$ cat config.mk
export PLATFORM = sky130hd
export DESIGN_NAME = instr_encoder_flat
export DESIGN_NICKNAME = d
export VERILOG_FILES = /design/src/rtl/instr_encoder_if.sv /design/src/rtl/instr_encoder.sv /design/src/flat_wrapper.sv
export SDC_FILE = /design/constraint.sdc
export NUM_CORES = 1
export LEC_CHECK = 0
export ABC_AREA = 1
export CAP_MARGIN = 20
export CORE_UTILIZATION = 30
export CTS_CLUSTER_SIZE = 8
export DETAILED_ROUTE_END_ITERATION = 8
export PLACE_DENSITY_LB_ADDON = 0.3
export SLEW_MARGIN = 20
export SYNTH_ARGS = -nofsm -noshare
export SYNTH_HDL_FRONTEND = slang
export SYNTH_SLANG_ARGS = --single-unit
$ cat constraint.sdc
create_clock -name clk_i -period 3.43 [get_ports clk_i]
set_input_delay 0.343 -clock clk_i [delete_from_list [all_inputs] [get_ports clk_i]]
set_output_delay 0.343 -clock clk_i [all_outputs]
set_load 0.02 [all_outputs]
$ cat src/rtl/instr_encoder_if.sv
// Request and instruction-memory write bus of the instruction encoder.
// The slave side is the encoder; the master side is whoever feeds requests
// and owns the instruction memory.
interface instr_encoder_if #(
  parameter int DEPTH = 4
);
  localparam int LW = $clog2(DEPTH) + 1;

  logic          clear_i;
  logic          req_valid_i;
  logic          req_ready_o;
  logic [3:0]    op_sel_i;
  logic [4:0]    rs_i;
  logic [4:0]    rt_i;
  logic [4:0]    rd_i;
  logic [15:0]   imm_i;
  logic [25:0]   target_i;
  logic          imem_we_o;
  logic          imem_ready_i;
  logic [31:0]   imem_addr_o;
  logic [31:0]   imem_data_o;
  logic [LW-1:0] level_o;
  logic          err_o;

  modport master (
    output clear_i, req_valid_i, op_sel_i, rs_i, rt_i, rd_i, imm_i, target_i, imem_ready_i,
    input  req_ready_o, imem_we_o, imem_addr_o, imem_data_o, level_o, err_o
  );

  modport slave (
    input  clear_i, req_valid_i, op_sel_i, rs_i, rt_i, rd_i, imm_i, target_i, imem_ready_i,
    output req_ready_o, imem_we_o, imem_addr_o, imem_data_o, level_o, err_o
  );
endinterface

$ cat src/rtl/instr_encoder.sv
// Instruction encoder: turns symbolic requests into 32-bit MIPS words,
// queues them in a small FIFO and streams them into instruction memory at
// consecutive word addresses starting from BASE_ADDR.
module instr_encoder #(
  parameter int          DEPTH     = 4,
  parameter logic [31:0] BASE_ADDR = 32'h0000_0000
) (
  input  logic           clk_i,
  input  logic           rst_i,
  instr_encoder_if.slave bus
);
  localparam int PW = $clog2(DEPTH);
  localparam int LW = PW + 1;
  localparam logic [LW-1:0] LEVEL_ONE  = LW'(1);
  localparam logic [LW-1:0] LEVEL_FULL = LW'(DEPTH);

  // op_sel values 13..15 have no encoding and only raise the sticky error.
  function automatic logic isLegal(input logic [3:0] opSel);
    isLegal = (opSel <= 4'd12);
  endfunction

  // shamt is always zero; JR forces rt and rd to zero.
  function automatic logic [31:0] encodeInstr(
    input logic [3:0]  opSel,
    input logic [4:0]  rs,
    input logic [4:0]  rt,
    input logic [4:0]  rd,
    input logic [15:0] imm,
    input logic [25:0] target
  );
    case (opSel)
      4'd0:    encodeInstr = {6'b000000, rs, rt, rd, 5'b00000, 6'b100000};
      4'd1:    encodeInstr = {6'b000000, rs, rt, rd, 5'b00000, 6'b100010};
      4'd2:    encodeInstr = {6'b000000, rs, rt, rd, 5'b00000, 6'b100100};
      4'd3:    encodeInstr = {6'b000000, rs, rt, rd, 5'b00000, 6'b100101};
      4'd4:    encodeInstr = {6'b000000, rs, rt, rd, 5'b00000, 6'b101010};
      4'd5:    encodeInstr = {6'b000000, rs, 5'b00000, 5'b00000, 5'b00000, 6'b001000};
      4'd6:    encodeInstr = {6'b001000, rs, rt, imm};
      4'd7:    encodeInstr = {6'b001010, rs, rt, imm};
      4'd8:    encodeInstr = {6'b100011, rs, rt, imm};
      4'd9:    encodeInstr = {6'b101011, rs, rt, imm};
      4'd10:   encodeInstr = {6'b000100, rs, rt, imm};
      4'd11:   encodeInstr = {6'b000010, target};
      4'd12:   encodeInstr = {6'b000011, target};
      default: encodeInstr = 32'h0000_0000;
    endcase
  endfunction

  logic [31:0]   mem [DEPTH];
  logic [PW-1:0] wrPtr;
  logic [PW-1:0] rdPtr;
  logic [LW-1:0] level;
  logic [LW-1:0] levelNext;
  logic [31:0]   addr;
  logic [31:0]   lastPop;
  logic          err;
  logic          acceptS;
  logic          pushS;
  logic          popS;
  logic          flushS;
  logic [31:0]   wordS;

  // Handshake decode: ready depends only on the registered level.
  always_comb begin
    flushS  = rst_i | bus.clear_i;
    acceptS = bus.req_valid_i & (level != LEVEL_FULL);
    wordS   = encodeInstr(bus.op_sel_i, bus.rs_i, bus.rt_i, bus.rd_i, bus.imm_i, bus.target_i);
    if (acceptS && isLegal(bus.op_sel_i)) begin
      pushS = 1'b1;
    end else begin
      pushS = 1'b0;
    end
    if ((level != '0) && bus.imem_ready_i) begin
      popS = 1'b1;
    end else begin
      popS = 1'b0;
    end
  end

  // Occupancy update: simultaneous push and pop leaves the level unchanged.
  always_comb begin
    levelNext = level;
    if (pushS && !popS) begin
      levelNext = level + LEVEL_ONE;
    end else if (!pushS && popS) begin
      levelNext = level - LEVEL_ONE;
    end else begin
      levelNext = level;
    end
  end

  // FIFO storage: contents are only ever read behind the valid level, so no reset needed.
  always_ff @(posedge clk_i) begin
    if (pushS && !flushS) begin
      mem[wrPtr] <= wordS;
    end
  end

  // Pointers, level, write address, last popped word and sticky error.
  always_ff @(posedge clk_i) begin
    if (flushS) begin
      wrPtr   <= '0;
      rdPtr   <= '0;
      level   <= '0;
      addr    <= BASE_ADDR;
      lastPop <= 32'h0000_0000;
      err     <= 1'b0;
    end else begin
      level <= levelNext;
      if (pushS) begin
        wrPtr <= wrPtr + PW'(1);
      end
      if (popS) begin
        rdPtr   <= rdPtr + PW'(1);
        addr    <= addr + 32'd4;
        lastPop <= mem[rdPtr];
      end
      if (acceptS && !isLegal(bus.op_sel_i)) begin
        err <= 1'b1;
      end
    end
  end

  assign bus.req_ready_o = (level != LEVEL_FULL);
  assign bus.imem_we_o   = (level != '0);
  assign bus.imem_addr_o = addr;
  assign bus.imem_data_o = (level != '0) ? mem[rdPtr] : lastPop;
  assign bus.level_o     = level;
  assign bus.err_o       = err;
endmodule
$ cat src/flat_wrapper.sv
// flat-port wrapper written by rule: the top's interface ports become plain ports
module instr_encoder_flat 
#(
  parameter int          DEPTH     = 4,
  parameter logic [31:0] BASE_ADDR = 32'h0000_0000
)
  (clk_i, rst_i, bus_clear_i, bus_req_valid_i, bus_op_sel_i, bus_rs_i, bus_rt_i, bus_rd_i, bus_imm_i, bus_target_i, bus_imem_ready_i, bus_req_ready_o, bus_imem_we_o, bus_imem_addr_o, bus_imem_data_o, bus_level_o, bus_err_o);
  instr_encoder_if #(.DEPTH(DEPTH)) bus_i ();
  input  logic clk_i;
  input  logic rst_i;
  input wire logic [$bits(bus_i.clear_i)-1:0] bus_clear_i;
  input wire logic [$bits(bus_i.req_valid_i)-1:0] bus_req_valid_i;
  input wire logic [$bits(bus_i.op_sel_i)-1:0] bus_op_sel_i;
  input wire logic [$bits(bus_i.rs_i)-1:0] bus_rs_i;
  input wire logic [$bits(bus_i.rt_i)-1:0] bus_rt_i;
  input wire logic [$bits(bus_i.rd_i)-1:0] bus_rd_i;
  input wire logic [$bits(bus_i.imm_i)-1:0] bus_imm_i;
  input wire logic [$bits(bus_i.target_i)-1:0] bus_target_i;
  input wire logic [$bits(bus_i.imem_ready_i)-1:0] bus_imem_ready_i;
  output wire logic [$bits(bus_i.req_ready_o)-1:0] bus_req_ready_o;
  output wire logic [$bits(bus_i.imem_we_o)-1:0] bus_imem_we_o;
  output wire logic [$bits(bus_i.imem_addr_o)-1:0] bus_imem_addr_o;
  output wire logic [$bits(bus_i.imem_data_o)-1:0] bus_imem_data_o;
  output wire logic [$bits(bus_i.level_o)-1:0] bus_level_o;
  output wire logic [$bits(bus_i.err_o)-1:0] bus_err_o;
  assign bus_i.clear_i = bus_clear_i;
  assign bus_i.req_valid_i = bus_req_valid_i;
  assign bus_i.op_sel_i = bus_op_sel_i;
  assign bus_i.rs_i = bus_rs_i;
  assign bus_i.rt_i = bus_rt_i;
  assign bus_i.rd_i = bus_rd_i;
  assign bus_i.imm_i = bus_imm_i;
  assign bus_i.target_i = bus_target_i;
  assign bus_i.imem_ready_i = bus_imem_ready_i;
  assign bus_req_ready_o = bus_i.req_ready_o;
  assign bus_imem_we_o = bus_i.imem_we_o;
  assign bus_imem_addr_o = bus_i.imem_addr_o;
  assign bus_imem_data_o = bus_i.imem_data_o;
  assign bus_level_o = bus_i.level_o;
  assign bus_err_o = bus_i.err_o;
  instr_encoder #(.DEPTH(DEPTH), .BASE_ADDR(BASE_ADDR)) u_core (.clk_i(clk_i), .rst_i(rst_i), .bus(bus_i));
endmodule
==> impl_metrics.json <==
{
  "required_ps": 3090,
  "start_util_pct": 30.71,
  "period_share_pct": 92.33,
  "netlist_area_um2": 8603,
  "slew_headroom_pct": 35.14,
  "internal-power_mw": 4.003,
  "final-hold-violation-count": 0,
  "dr.first_iter.drc_count": 379,
  "leakage_nw": 4.086,
  "synth.top_cell.area_share_pct": 43.28,
  "swShare_pct": 28.14,
  "grt_pass1_vias": 6337,
  "drv_cap": 0,
  "ys_types": 38,
  "die_w_um": 171.3,
  "synth.avg_cell_area_um2": 9.301,
  "fmax_mhz": 315.8,
  "path_clk_slew_ps": 80,
  "clk_path_buf_depth": 2,
  "overflow": 0,
  "layout-drive-gt1-share_pct": 6.516,
  "die_area_um2": 29360,
  "antenna_found_initial": 0,
  "worst_slew_pin_slew_ps": 971.5,
  "slew_viol_final": 0,
  "drt-pass1-iter-count": 5,
  "setup_slack_ps": 263.2,
  "highest_layer": "met4",
  "yosys_warnings": 0,
  "pre_cts_slack_ps": 514.9,
  "antenna_cells": 0,
  "start_kind": "flop",
  "fin_nets": 1119,
  "rows": 61,
  "post-route-min-period_ps": 3167,
  "setup_viol": 0,
  "final_cell_mix": "227 x nand2_1, 132 x clkdlybuf4s50_1, 124 x edfxtp_1, 113 x a21oi_1, 93 x nor2_1",
  "synthCells": 925,
  "dpl.hpwl_um": 14920,
  "port_buffers": 132,
  "power_per_cell_area_nw_per_um2": 505.0,
  "fin_setup_tns_ps": 0,
  "insertion_delay_ps": 440,
  "vias": 6727,
  "fp.dieH_um": 171.3,
  "drc": 0,
  "final_util_pct": 39.38,
  "critPathCaptureType": "output port",
  "synth_seq_area_share_pct": 59.80,
  "wl_met2_um": 10460,
  "critPathMaxFanout": 52,
  "yosys-top-cells-area": "edfxtp_1 43%, dfxtp_1 17%, nand2_1 9.9%",
  "synth_seq_cells": 195,
  "vias_per_cell": 4.681,
  "wl_met1_um": 10360,
  "grt_start_max_net_pins": 65,
  "core-area_um2": 28010,
  "syn_to_final_growth_pct": 28.20,
  "power_switching_mw": 1.567,
  "gp_congestion": 0.8353,
  "synth_top_cell_by_area": "edfxtp_1",
  "clkPwrFrac_pct": 36.6,
  "cts_resized": 0,
  "layout_commonest_cell": "nand2_1",
  "power_frac_seq_pct": 46.3,
  "cts_buffers": 17,
  "cts_tree": "done",
  "wire_per_inst_um": 15.31,
  "post_cts_buffers": 0,
  "critical_path_class": "flop to output port",
  "arrival_ps": 2820,
  "ioPinCount": 136,
  "grt_first_pass_wirelength_um": 34260,
  "status": "completed",
  "h-tree-depth": 4,
  "ctsHoldBuffers": 0,
  "drt_wl_total_um": 22010,
  "peakVddDrop_mv": 0.3163,
  "antenna_left": 0,
  "hold_path.class": "flop to flop",
  "cts_sinks": 195,
  "fin_skew_ps": 14.63,
  "wl_met3_um": 844,
  "rsz0062_at_grt": "no",
  "grt.total_usage_pct": 15.41,
  "fin_hold_ws_ps": 468.4,
  "cts-root-buf": "clkbuf_16",
  "power_frac_comb_pct": 17.1
}
-- sequential cells by signal, summed over array words and instances (netlist names), named ones only --
| name | cells |
|---|---|
| u_core.bus.level_o | 3 |
| u_core.wrPtr | 2 |
| u_core.bus.imem_addr_o | 30 |
| u_core.lastPop | 31 |
| u_core.mem | 124 |
| u_core.bus.err_o | 1 |
| u_core.rdPtr | 2 |
-- final timing paths --
path,start,to,slack [ps],cells after the start
worst min-delay path,u_core.rdPtr[0],flop,470,1
worst max register to register,u_core.bus.level_o[1],u_core.bus.level_o[2],890,10
worst max-delay path,flop,bus_imem_data_o[19],260,6
worst min register to register,u_core.rdPtr[0],flop,470,1
-- kinds of logic after synthesis --
| family | share of synthesized area, % |
|---|---|
| other | 0.04359 |
| xor gates and xnor gates | 0.3055 |
| adders and majority gates | 1.105 |
| AOI/OAI and AO/OA | 14.91 |
| buffers and inverters | 6.312 |
| DFF | 59.80 |
| and+or+nand+nor | 17.52 |
-- layer usage --
metal | vias up | track usage (%)
li1 | 3390 | -
met4 | 0 | 5.008
met2 | 151 | 25.57
met3 | 24 | 2.692
met1 | 3162 | 20.31
met5 | - | 0
-- cell usage after synthesis (all sizes together) --
library cell,n
a22oi,2
a32o,31
and3,1
buf,26
a21oi,113
nor2,102
o21ai,61
edfxtp,124
nand4,9
conb,1
o211ai,1
clkbuf,23
ha,6
a211oi,1
or2,1
o21a,1
o21bai,6
xnor2,1
fa,1
nor3b,2
nand2,230
nor3,6
dfxtp,71
nand3,22
inv,79
o2111ai,1
xor2,2
a31oi,1
-- power groups by stage --
stage / registers [mW] / clock network [mW] / logic, mW
2_1_floorplan: 2.63 / 0 / 0.529
3_3_place_gp: 2.63 / 0 / 0.961
3_5_place_dp: 2.63 / 0 / 0.966
4_1_cts: 2.58 / 2.10 / 0.971
5_1_grt: 2.58 / 2.18 / 1.05
6_report: 2.58 / 2.04 / 0.953
-- worst max-delay path, cell delays in order, from the launching register on --
cell	delay [ps]
dfxtp_1	310
inv_2	690
buf_4	290
a21oi_1	50
a32o_1	250
a21oi_1	150
clkdlybuf4s50_1	640
-- cell type report --
class / instances / area, µm²
multi-input cells: 604 / 2967
clock inverters: 13 / 171.4
flip-flops and latches: 195 / 5146
inverters: 79 / 296.5
clock buffers: 19 / 464.2
fillers: 2763 / 16980
repair buffers: 149 / 1511
well taps: 378 / 473.0
-- stage by stage --
stage / instance area (µm²) / instances / total power [mW]
4_1_cts: 11030 / 1437 / 5.653
3_5_place_dp: 10390 / 1405 / 3.598
3_3_place_gp: 10390 / 1405 / 3.591
2_1_floorplan: 8611 / 927 / 3.162
6_report: 11030 / 1437 / 5.570
5_1_grt: 11030 / 1437 / 5.813
Note: power is estimated with default switching activity, not from simulation.
